==> src/rtl/seq_addsub_chunked.sv <==
// rtl/seq_addsub_chunked.sv - multi-cycle chunked add/subtract unit with start/done handshake
//
// Adds or subtracts two WIDTH-bit operands one CHUNK-bit slice per cycle,
// LSB slice first, carrying between slices through a register.
//
// Ports:
//   clk       in   1      rising-edge clock
//   rst_n     in   1      asynchronous active-low reset
//   start     in   1      request; accepted only while busy=0
//   sub       in   1      0: a+b+cin, 1: a-b-cin
//   a, b      in   WIDTH  operands, sampled on an accepted start
//   cin       in   1      carry-in (add) / borrow-in (sub), sampled on an accepted start
//   busy      out  1      high while slices are being processed
//   done      out  1      one-cycle pulse when sum/cout/overflow are updated
//   sum       out  WIDTH  registered result, held until the next done
//   cout      out  1      unsigned carry-out; for sub, 1 means no borrow
//   overflow  out  1      two's-complement signed overflow
module seq_addsub_chunked #(
    parameter int WIDTH = 32,
    parameter int CHUNK = 8
) (
    input  logic             clk,
    input  logic             rst_n,
    input  logic             start,
    input  logic             sub,
    input  logic [WIDTH-1:0] a,
    input  logic [WIDTH-1:0] b,
    input  logic             cin,
    output logic             busy,
    output logic             done,
    output logic [WIDTH-1:0] sum,
    output logic             cout,
    output logic             overflow
);

    localparam int NCHUNK = WIDTH / CHUNK;
    localparam int CW     = (NCHUNK > 1) ? $clog2(NCHUNK) : 1;

    generate
        if ((CHUNK < 1) || (CHUNK > WIDTH) || ((WIDTH % CHUNK) != 0)) begin : g_param_check
            $error("seq_addsub_chunked: WIDTH must be a multiple of CHUNK and 1 <= CHUNK <= WIDTH");
        end
    endgenerate

    typedef enum logic [1:0] {
        S_IDLE = 2'd0,
        S_RUN  = 2'd1,
        S_DONE = 2'd2
    } state_t;

    state_t           state;
    logic [WIDTH-1:0] a_reg;
    logic [WIDTH-1:0] b_reg;   // already inverted for subtraction
    logic [WIDTH-1:0] r;
    logic             c;
    logic [CW-1:0]    cnt;

    logic [CHUNK-1:0] a_sl;
    logic [CHUNK-1:0] b_sl;
    logic [CHUNK-1:0] s_sl;
    logic             c_next;
    logic             c_msb;
    logic [WIDTH-1:0] r_next;
    logic             last;

    always_comb begin
        a_sl             = a_reg[cnt*CHUNK +: CHUNK];
        b_sl             = b_reg[cnt*CHUNK +: CHUNK];
        {c_next, s_sl}   = {1'b0, a_sl} + {1'b0, b_sl} + {{CHUNK{1'b0}}, c};
        // Carry into a bit position is recovered from a ^ b ^ sum at that bit;
        // this also covers CHUNK=1, where the slice MSB is the only bit.
        c_msb            = a_sl[CHUNK-1] ^ b_sl[CHUNK-1] ^ s_sl[CHUNK-1];
        r_next           = r;
        r_next[cnt*CHUNK +: CHUNK] = s_sl;
        last             = (cnt == CW'(NCHUNK - 1));
    end

    always_ff @(posedge clk or negedge rst_n) begin
        if (!rst_n) begin
            state    <= S_IDLE;
            a_reg    <= '0;
            b_reg    <= '0;
            r        <= '0;
            c        <= 1'b0;
            cnt      <= '0;
            busy     <= 1'b0;
            done     <= 1'b0;
            sum      <= '0;
            cout     <= 1'b0;
            overflow <= 1'b0;
        end else begin
            case (state)
                S_IDLE, S_DONE: begin
                    done <= 1'b0;
                    if (start) begin
                        // Subtraction is a + ~b + ~cin, so the borrow-in inverts too.
                        a_reg <= a;
                        b_reg <= sub ? ~b : b;
                        c     <= sub ? ~cin : cin;
                        cnt   <= '0;
                        busy  <= 1'b1;
                        state <= S_RUN;
                    end else begin
                        state <= S_IDLE;
                    end
                end
                S_RUN: begin
                    r <= r_next;
                    c <= c_next;
                    if (last) begin
                        sum      <= r_next;
                        cout     <= c_next;
                        overflow <= c_msb ^ c_next;
                        busy     <= 1'b0;
                        done     <= 1'b1;
                        state    <= S_DONE;
                    end else begin
                        cnt <= cnt + 1'b1;
                    end
                end
                default: begin
                    busy  <= 1'b0;
                    done  <= 1'b0;
                    state <= S_IDLE;
                end
            endcase
        end
    end

endmodule
==> config.mk <==
export PLATFORM = sky130hd
export DESIGN_NAME = seq_addsub_chunked
export DESIGN_NICKNAME = d
export VERILOG_FILES = /design/src/rtl/seq_addsub_chunked.sv
export SDC_FILE = /design/constraint.sdc
export NUM_CORES = 1
export LEC_CHECK = 0
export CAP_MARGIN = 5
export CORE_MARGIN = 3
export CORE_UTILIZATION = 41
export CTS_CLUSTER_DIAMETER = 50
export DETAILED_ROUTE_END_ITERATION = 7
export PLACE_DENSITY = 0.74
export SYNTH_ARGS = -nofsm -noshare
export SYNTH_HDL_FRONTEND = slang
export SYNTH_SLANG_ARGS = --single-unit
export TNS_END_PERCENT = 1
==> constraint.sdc <==
create_clock -name clk -period 3.6 [get_ports clk]
set_input_delay 0.72 -clock clk [delete_from_list [all_inputs] [get_ports clk]]
set_output_delay 0.72 -clock clk [all_outputs]
set_load 0.02 [all_outputs]
Word level (Yosys, flattened, before mapping):

Index checks and enable logic that the tools add are counted.

* $add $sub $neg: 4
* equality and inequality tests: 6
* shift operators: 4
* muxes and demuxes: 16
* bitwise gates (word level): 5
* reduce and logical (&&, ||, !) cells: 8

Operators by type and width (count)
* $shiftx 32x6->8: 2
* $neg 5->34: 1
* $shift 8x34->32 const A: 1
* $shiftx 8x34->32: 1
* $bwmux 32: 1
* $mux 32: 1
* $not 32->32: 1
* $add 8x8->9: 1
* $add 9x1->9: 1
* $pmux 2 s2: 2
* $reduce_and 2->1: 4
* $mux 1: 7
* $mux 2: 3
* $ne 2x2->1 const B: 3
* $eq 2x2->1 const B: 2
* $pmux 1 s2: 2
* $reduce_and 3->1: 1
* $xor 1x1->1: 3
* $add 2x1->2 const B: 1
* $eq 2x1->1 const B: 1
* $logic_not 2->1: 1
* $reduce_bool 2->1: 1
* $reduce_or 2->1: 1
* $not 1->1: 1

* register bits after elaboration: 137
* input port bits: 69
* output and inout bits: 36
* logic and storage cells: 54

Longest topological paths before layout:

Gate-level depths: netlist (run 1).

* word-level depth: 5
* depth in mapped cells: 9

Worst setup path before layout (run 1):

Ideal clock, no wire load.

* path type: register to register
* from: register cnt[0]
* to: register r[15]
* library setup time: 0.121 ns
* data arrival time: 2.856 ns
* data required time: 3.479 ns
* path slack: 0.623 ns
* cell stages (with the launch flop): 10
* path buffers: 2
* clock period less this slack: 2.977 ns
* cell sequence: dfrtp_1 buf_6 buf_2 mux4_2 ha_1 a21o_1 a311oi_1 a21oi_2 xor2_1 a22o_1

* longest elaborated chain between the ends: 5
* elaborated cells on any way between the ends: 8
* those cells by class: 3 x add/sub; 4 x shift; 1 x mux

Ends and longest elaborated chain
* from (decl): line 56 `logic [CW-1:0] cnt;`
* from (signal assigned): line 118 `cnt <= cnt + 1'b1;`
* $shiftx 32x6->8, on equally long branches: line 67, 68
* $add 8x8->9: line 69 `{c_next, s_sl} = {1'b0, a_sl} + {1'b0, b_sl} + {{CHUNK{1'b0}}, c};`
* $add 9x1->9: line 69
* $shiftx 8x34->32: line 74 `r_next[cnt*CHUNK +: CHUNK] = s_sl;`
* $bwmux 32 *: line 74
* to (signal assigned): line 108 `r <= r_next;`
* to (decl): line 54 `logic [WIDTH-1:0] r;`

Every way passes the cells marked *; elsewhere a longest branch is shown, timed or not.
A chain may end at the register's enable or synchronous reset.

Final worst setup path (run 1):

* from: register cnt[0]
* to: register sum[20]

* longest elaborated chain between the ends: 5
* elaborated cells on any way between the ends: 10
* those cells by class: 3 x add/sub; 1 x eq/ne; 4 x shift; 1 x mux; 1 x reduce/logical

Ends and longest elaborated chain
* $shiftx 32x6->8, on equally long branches: line 67, 68
* $add 8x8->9: line 69
* $add 9x1->9: line 69
* $shiftx 8x34->32: line 74
* $bwmux 32: line 74
* to (signal assigned): line 111 `sum <= r_next;`
* to (decl): line 31 `output logic [WIDTH-1:0] sum,`

Several ways; a longest one is shown, not always the timed one.

==> results of run 1 <==
critical path: cells and delay by family (launching register included):
kind,cells,cell delay [ps]
flops,1,340
simple gates,3,340
fa+ha+maj,2,860
mux,1,560
compound gates,1,170
xor+xnor,1,670
buf+inv,1,300
routing by layer:
metal	wire (µm)	global-route usage, %
met1	6335	25.41
met4	490	9.195
met3	915	4.268
met5	0	0
met2	7499	29.57
power groups by stage:
stage / logic, mW / registers, mW / clock network [mW]
finish: 4.61 / 2.57 / 1.85
detailed placement: 4.59 / 2.59 / 0
CTS: 4.61 / 2.57 / 1.88
global placement: 4.42 / 2.55 / 0
floorplan: 2.88 / 2.69 / 0
global route: 5.00 / 2.65 / 1.94
synth_stat cells (2+ instances only):
library cell | n | area share [%]
and3_1 | 7 | 0.69
fa_1 | 2 | 0.63
a21oi_2 | 2 | 0.27
nand2b_1 | 2 | 0.20
xor2_1 | 5 | 0.69
nor4_4 | 3 | 1.0
nand2_1 | 56 | 3.3
a21o_2 | 2 | 0.27
mux4_2 | 16 | 5.7
and2_1 | 2 | 0.20
xnor2_1 | 35 | 4.8
clkbuf_1 | 12 | 0.71
a31o_2 | 5 | 0.69
buf_6 | 2 | 0.35
buf_2 | 15 | 1.2
nand3_1 | 6 | 0.47
ha_1 | 13 | 2.6
a21oi_1 | 11 | 0.86
nor2_1 | 45 | 2.6
a221oi_1 | 20 | 2.7
o21ai_0 | 46 | 3.6
a22o_2 | 4 | 0.63
mux2_2 | 32 | 5.7
buf_1 | 2 | 0.12
nor3_1 | 2 | 0.16
inv_1 | 6 | 0.35
dfrtp_1 | 136 | 53
a22o_1 | 28 | 3.8
final timing paths:
check,start,end,slack (ps),depth (start not counted)
worst max-delay path,cnt[0]$_DFFE_PN0P_,sum[20]$_DFFE_PN0P_,280,9
worst min-delay path,rst_n,r[6]$_DFFE_PN0P_,390,1
worst max register to register,cnt[0]$_DFFE_PN0P_,sum[20]$_DFFE_PN0P_,280,9
worst min register to register,b_reg[8]$_DFFE_PN0P_,b_reg[8]$_DFFE_PN0P_,480,2
max in group asynchronous,rst_n,sum[11]$_DFFE_PN0P_,2520,2
min in group clk,b_reg[8]$_DFFE_PN0P_,b_reg[8]$_DFFE_PN0P_,480,2
per-stage QoR:
step	power (mW)	util (%)	worst slack, ps	hold slack [ps]
after floorplan	5.563	-	622.8	424.4
after global placement	6.972	50.91	469.7	459.0
after detailed placement	7.174	50.91	302.8	470.2
after CTS	9.060	55.15	290.4	438.7
after global routing	9.588	55.15	85.02	459.8
final	9.028	55.15	282.8	389.0
cells by family after synthesis:
group	synth area share [%]
xor gates and xnor gates	5.748
buffers and inverters	2.884
DFF	53.36
muxes	11.30
and+or+nand+nor	9.574
adders and majority gates	3.178
AOI/OAI and AO/OA	13.95
final cells by class:
cell class | count | area [µm²] | share of cell area (%)
repair buffers | 112 | 1110 | 13.54
well taps | 184 | 230.2 | 2.808
multi-input cells | 358 | 2798 | 34.13
flip-flops and latches | 136 | 3403 | 41.51
clock buffers | 23 | 488.0 | 5.952
clock inverters | 8 | 142.6 | 1.740
inverters | 7 | 26.28 | 0.3205
==> impl_metrics.toml, run 1 <==
[synthesis]
syn_inst = 533
synthArstFlopShare_pct = 100.0
synth-edff-count = 0
ys.flop_type = "dfrtp_1"
synth_area_per_cell_um2 = 11.97
synth.distinct_cells = 44
synth_nets = 617
ys_ff_latch = 136
syn_area_um2 = 6377
ys_seq_area_share_pct = 53.36
ys_warn_count = 0

[clocking]
clockBufferDepth = 2
root_buffer = "clkbuf_16"
clock-sinks = 136
postCtsSetupBuffers = 0
cts_tree = "yes"
clkTransAtPathRegs_ps = 60
htreeDepth = 4
worst_skew_pair.late_latency_ps = 420
cts-resized-gates = 0
cts_buffers = 17
cts_hold_buf = 0

[floorplanning]
pin_count = 105
dieArea_um2 = 17090
initial_utilization_pct = 42.90
rows = 44
die-height_um = 130.7
core_area_um2 = 14860
die_w_um = 130.7

[global_routing]
groute.usage.overall_pct = 19.03
grt-ovfl-total = 0
grt_max_degree = 96
grt_pass1_vias = 4751
antenna_found_initial = 0
grt_pass1_wl_um = 24900

[setup_path]
cp_common_cell = "fa_1"
crit_path_end_kind = "flop"
crit_chain = "buf_4 -> mux4_2 -> fa_1 -> fa_1 -> nand3_1 -> nand2_1 -> xor2_1 -> a221oi_1 -> nor2_1"
slowest_stage = "xor2_1"
crit_path_max_incr_delay_ps = 670
path_max_fanout = 16
cp-start-kind = "flop"
critPathRequiredTime_ps = 3940
crit_type = "flop to flop"
cp.arrival_ps = 3650

[cells_and_area]
fin_cells = 828
mostFrequentLayoutCells = "136 x dfrtp_1, 102 x clkdlybuf4s50_1, 56 x nand2_1"
nets = 716
synthToLayoutAreaGrowth_pct = 28.55
drive_above_1_share_pct = 16.93
mostFrequentLayoutCell = "dfrtp_1"
fillers = 1242
n_antenna_cell = 0
postLayoutCellArea_um2 = 8198

[status]
status = "finished clean"

[place]
dpl-instance-area_um2 = 7567
gp_congestion = 0.8330
dp_hpwl_um = 10510
portBuffers = 104
place_inst = 797

[timing]
slew_violations = 0
period_needed_ps = 3317
clock_skew_ps = 10.19
setup_viol = 0
timing.slew.headroom_pct = 39.87
hold_viol_final = 0
setup_tns_ps = 0
final.period_utilization_pct = 92.15
fmax_mhz = 301.5
rsz0062_at_grt = "false"
worst_slew_pin_slew_ps = 898.9

[power]
power_density_nw_per_um2 = 1101
power_frac_seq_pct = 28.5
power.switching_mw = 3.778
irDropWorstVdd_uv = 956.2
switching_share_pct = 41.84
cellInternalPower_mw = 5.250
combPwrFrac_pct = 51.1
leakage_nw = 3.558
clkPwrFrac_pct = 20.5

[detailed_routing]
postRouteAntennaNets = 0
drt_pass1_iterations = 5
drc = 0
vias_per_cell = 5.650
wirelength_um = 15240
vias = 4678
wire_per_inst_um = 18.40
first_iter_violations = 496

[min_path]
hp-class = "input port to asynchronous set/reset pin"

[run]
maxCapViolCount = 0
No activity file was read; power rests on OpenSTA's default activity.
==> run 2, diff against run 1 <==
- CORE_MARGIN: 3 -> 5
==> run 2 against run 1 <==
- largest cell class unchanged
- cell area shrank 0.46%
- die area grew 6.2%
- combinational power is essentially flat
- critical path depth shrank 1
- clock power shrank 8%
- sequential power grew 2%
- utilization shrank 1.5 points
- worst setup slack gained 87 ps
- register-to-register slack gained 90 ps
- global-route usage shrank 0.90 points
- highest routed layer unchanged
==> impl_metrics.toml, run 2 (synthesized netlist as in run 1, its figures left out) <==
[detailed_routing]
first_iter_violations = 218
drt_pass1_iterations = 5
vias = 4655
wirelength_um = 15740
postRouteAntennaNets = 0
vias_per_cell = 5.582
drc = 0
wire_per_inst_um = 18.88

[setup_path]
crit_type = "flop to flop"
critPathRequiredTime_ps = 3880
endpoint = "sum[7]$_DFFE_PN0P_"
rr_worst_depth = 8
r2r-end = "sum[7]$_DFFE_PN0P_"
crit_path_end_kind = "flop"
cp-start-kind = "flop"
cp.arrival_ps = 3510
path_max_fanout = 15
r2r-start = "cnt[0]$_DFFE_PN0P_"
r2r_slack_ps = 370
critPathLaunch = "cnt[0]$_DFFE_PN0P_"

[global_routing]
grt_pass1_vias = 4901
groute.usage.overall_pct = 18.13
grt-ovfl-total = 0
antenna_found_initial = 0
grt_max_degree = 72
grt_pass1_wl_um = 25860

[timing]
worst_slew_pin_slew_ps = 1054
clock_skew_ps = 8.452
timing.slew.headroom_pct = 29.66
hold_viol_final = 0
setup_viol = 0
slew_violations = 0
setup_tns_ps = 0
final.period_utilization_pct = 89.74
rsz0062_at_grt = "false"
period_needed_ps = 3230
fmax_mhz = 309.6

[power]
power_density_nw_per_um2 = 1099
irDropWorstVdd_uv = 820.3
leakage_nw = 3.533

[clocking]
clock-sinks = 136
clockBufferDepth = 2
cts-resized-gates = 0
cts_tree = "yes"
cts_hold_buf = 0
cts_buffers = 17
postCtsSetupBuffers = 0
clkTransAtPathRegs_ps = 60
htreeDepth = 4
root_buffer = "clkbuf_16"
worst_skew_pair.late_latency_ps = 420

[floorplanning]
die_w_um = 134.7
dieArea_um2 = 18150
initial_utilization_pct = 41.95
die-height_um = 134.7
core_area_um2 = 15200
pin_count = 105
rows = 45

[cells_and_area]
mostFrequentLayoutCell = "dfrtp_1"
postLayoutCellArea_um2 = 8160
final_util_pct = 53.68
fillers = 1297
drive_above_1_share_pct = 17.03
synthToLayoutAreaGrowth_pct = 27.96
nets = 717
mostFrequentLayoutCells = "136 x dfrtp_1, 102 x clkdlybuf4s50_1, 56 x nand2_1"
n_antenna_cell = 0

[run]
maxCapViolCount = 0

[place]
gp_congestion = 0.8383
dpl-instance-area_um2 = 7576
dp_hpwl_um = 11130
portBuffers = 104

[min_path]
hp-class = "input port to asynchronous set/reset pin"

[status]
status = "finished clean"
==> run 2: cell count changes in the layout (fill, tap and decap cells not counted) <==
| cell | change |
|---|---|
| buf_4 | +2 |
| clkbuf_1 | +1 |
| clkinv_2 | -1 |
| clkinvlp_4 | +1 |
| clkbuf_8 | -2 |
| clkinv_4 | +3 |
| buf_6 | -1 |
| inv_6 | +1 |
| bufinv_16 | -2 |
==> run 2: cell type report <==
cell class / count / area, µm² / share of cell area [%]
sequential: 136 / 3403 / 41.70
multi-input combinational: 358 / 2798 / 34.28
timing repair buffer: 113 / 1114 / 13.65
clock buffer: 22 / 464.2 / 5.688
tap: 188 / 235.2 / 2.883
clock inverter: 10 / 120.1 / 1.472
inverter: 7 / 26.28 / 0.3220
==> run 2: power breakdown <==
part           leakage (nW)  total, mW  switching [mW]  internal, mW
sequential             1.71       2.61           0.411          2.20
clock                 0.281       1.71           0.655          1.06
combinational          1.55       4.64            2.82          1.83
total                  3.53       8.97            3.88          5.08
==> run 2: how the worst min path moves through the flow <==
stage | depth (start not counted) | slack (ps) | end | from
final | 1 | 430 | sum[18]$_DFFE_PN0P_ | rst_n
after global routing | 2 | 490 | b_reg[22]$_DFFE_PN0P_ | b_reg[22]$_DFFE_PN0P_
after CTS | 1 | 470 | r[21]$_DFFE_PN0P_ | rst_n
after detailed placement | 2 | 470 | b_reg[22]$_DFFE_PN0P_ | b_reg[22]$_DFFE_PN0P_
after global placement | 2 | 460 | b_reg[23]$_DFFE_PN0P_ | b_reg[23]$_DFFE_PN0P_
after floorplan | 0 | 420 | a_reg[0]$_DFFE_PN0P_ | rst_n
==> run 2: through the flow <==
stage | hold WS, ps | setup WS (ps) | power [mW] | instances
after global routing | 492.2 | 220.7 | 9.499 | 834
after detailed placement | 468.0 | 359.8 | 7.245 | 802
final | 431.8 | 369.5 | 8.967 | 834
after CTS | 465.1 | 334.2 | 8.991 | 834
after floorplan | 424.4 | 622.8 | 5.563 | 533
after global placement | 457.3 | 451.0 | 7.055 | 802
==> run 2: layer usage <==
metal  routed length (µm)  track usage (%)  vias to the layer above
li1                     -                -                     2118
met5                    0                0                        -
met1                 6618            23.46                     2295
met2                 7672            29.04                      208
met3                 1033            5.030                       34
met4                  418            7.127                        0
==> run 2: critical path, cell delays in order, from the launching register on <==
cell and delay, ps:
dfrtp_1 430, buf_4 340, mux4_2 580, ha_1 390, a21o_1 250, a311oi_1 270
a21oi_2 150, xnor2_1 480, o21ai_0 190
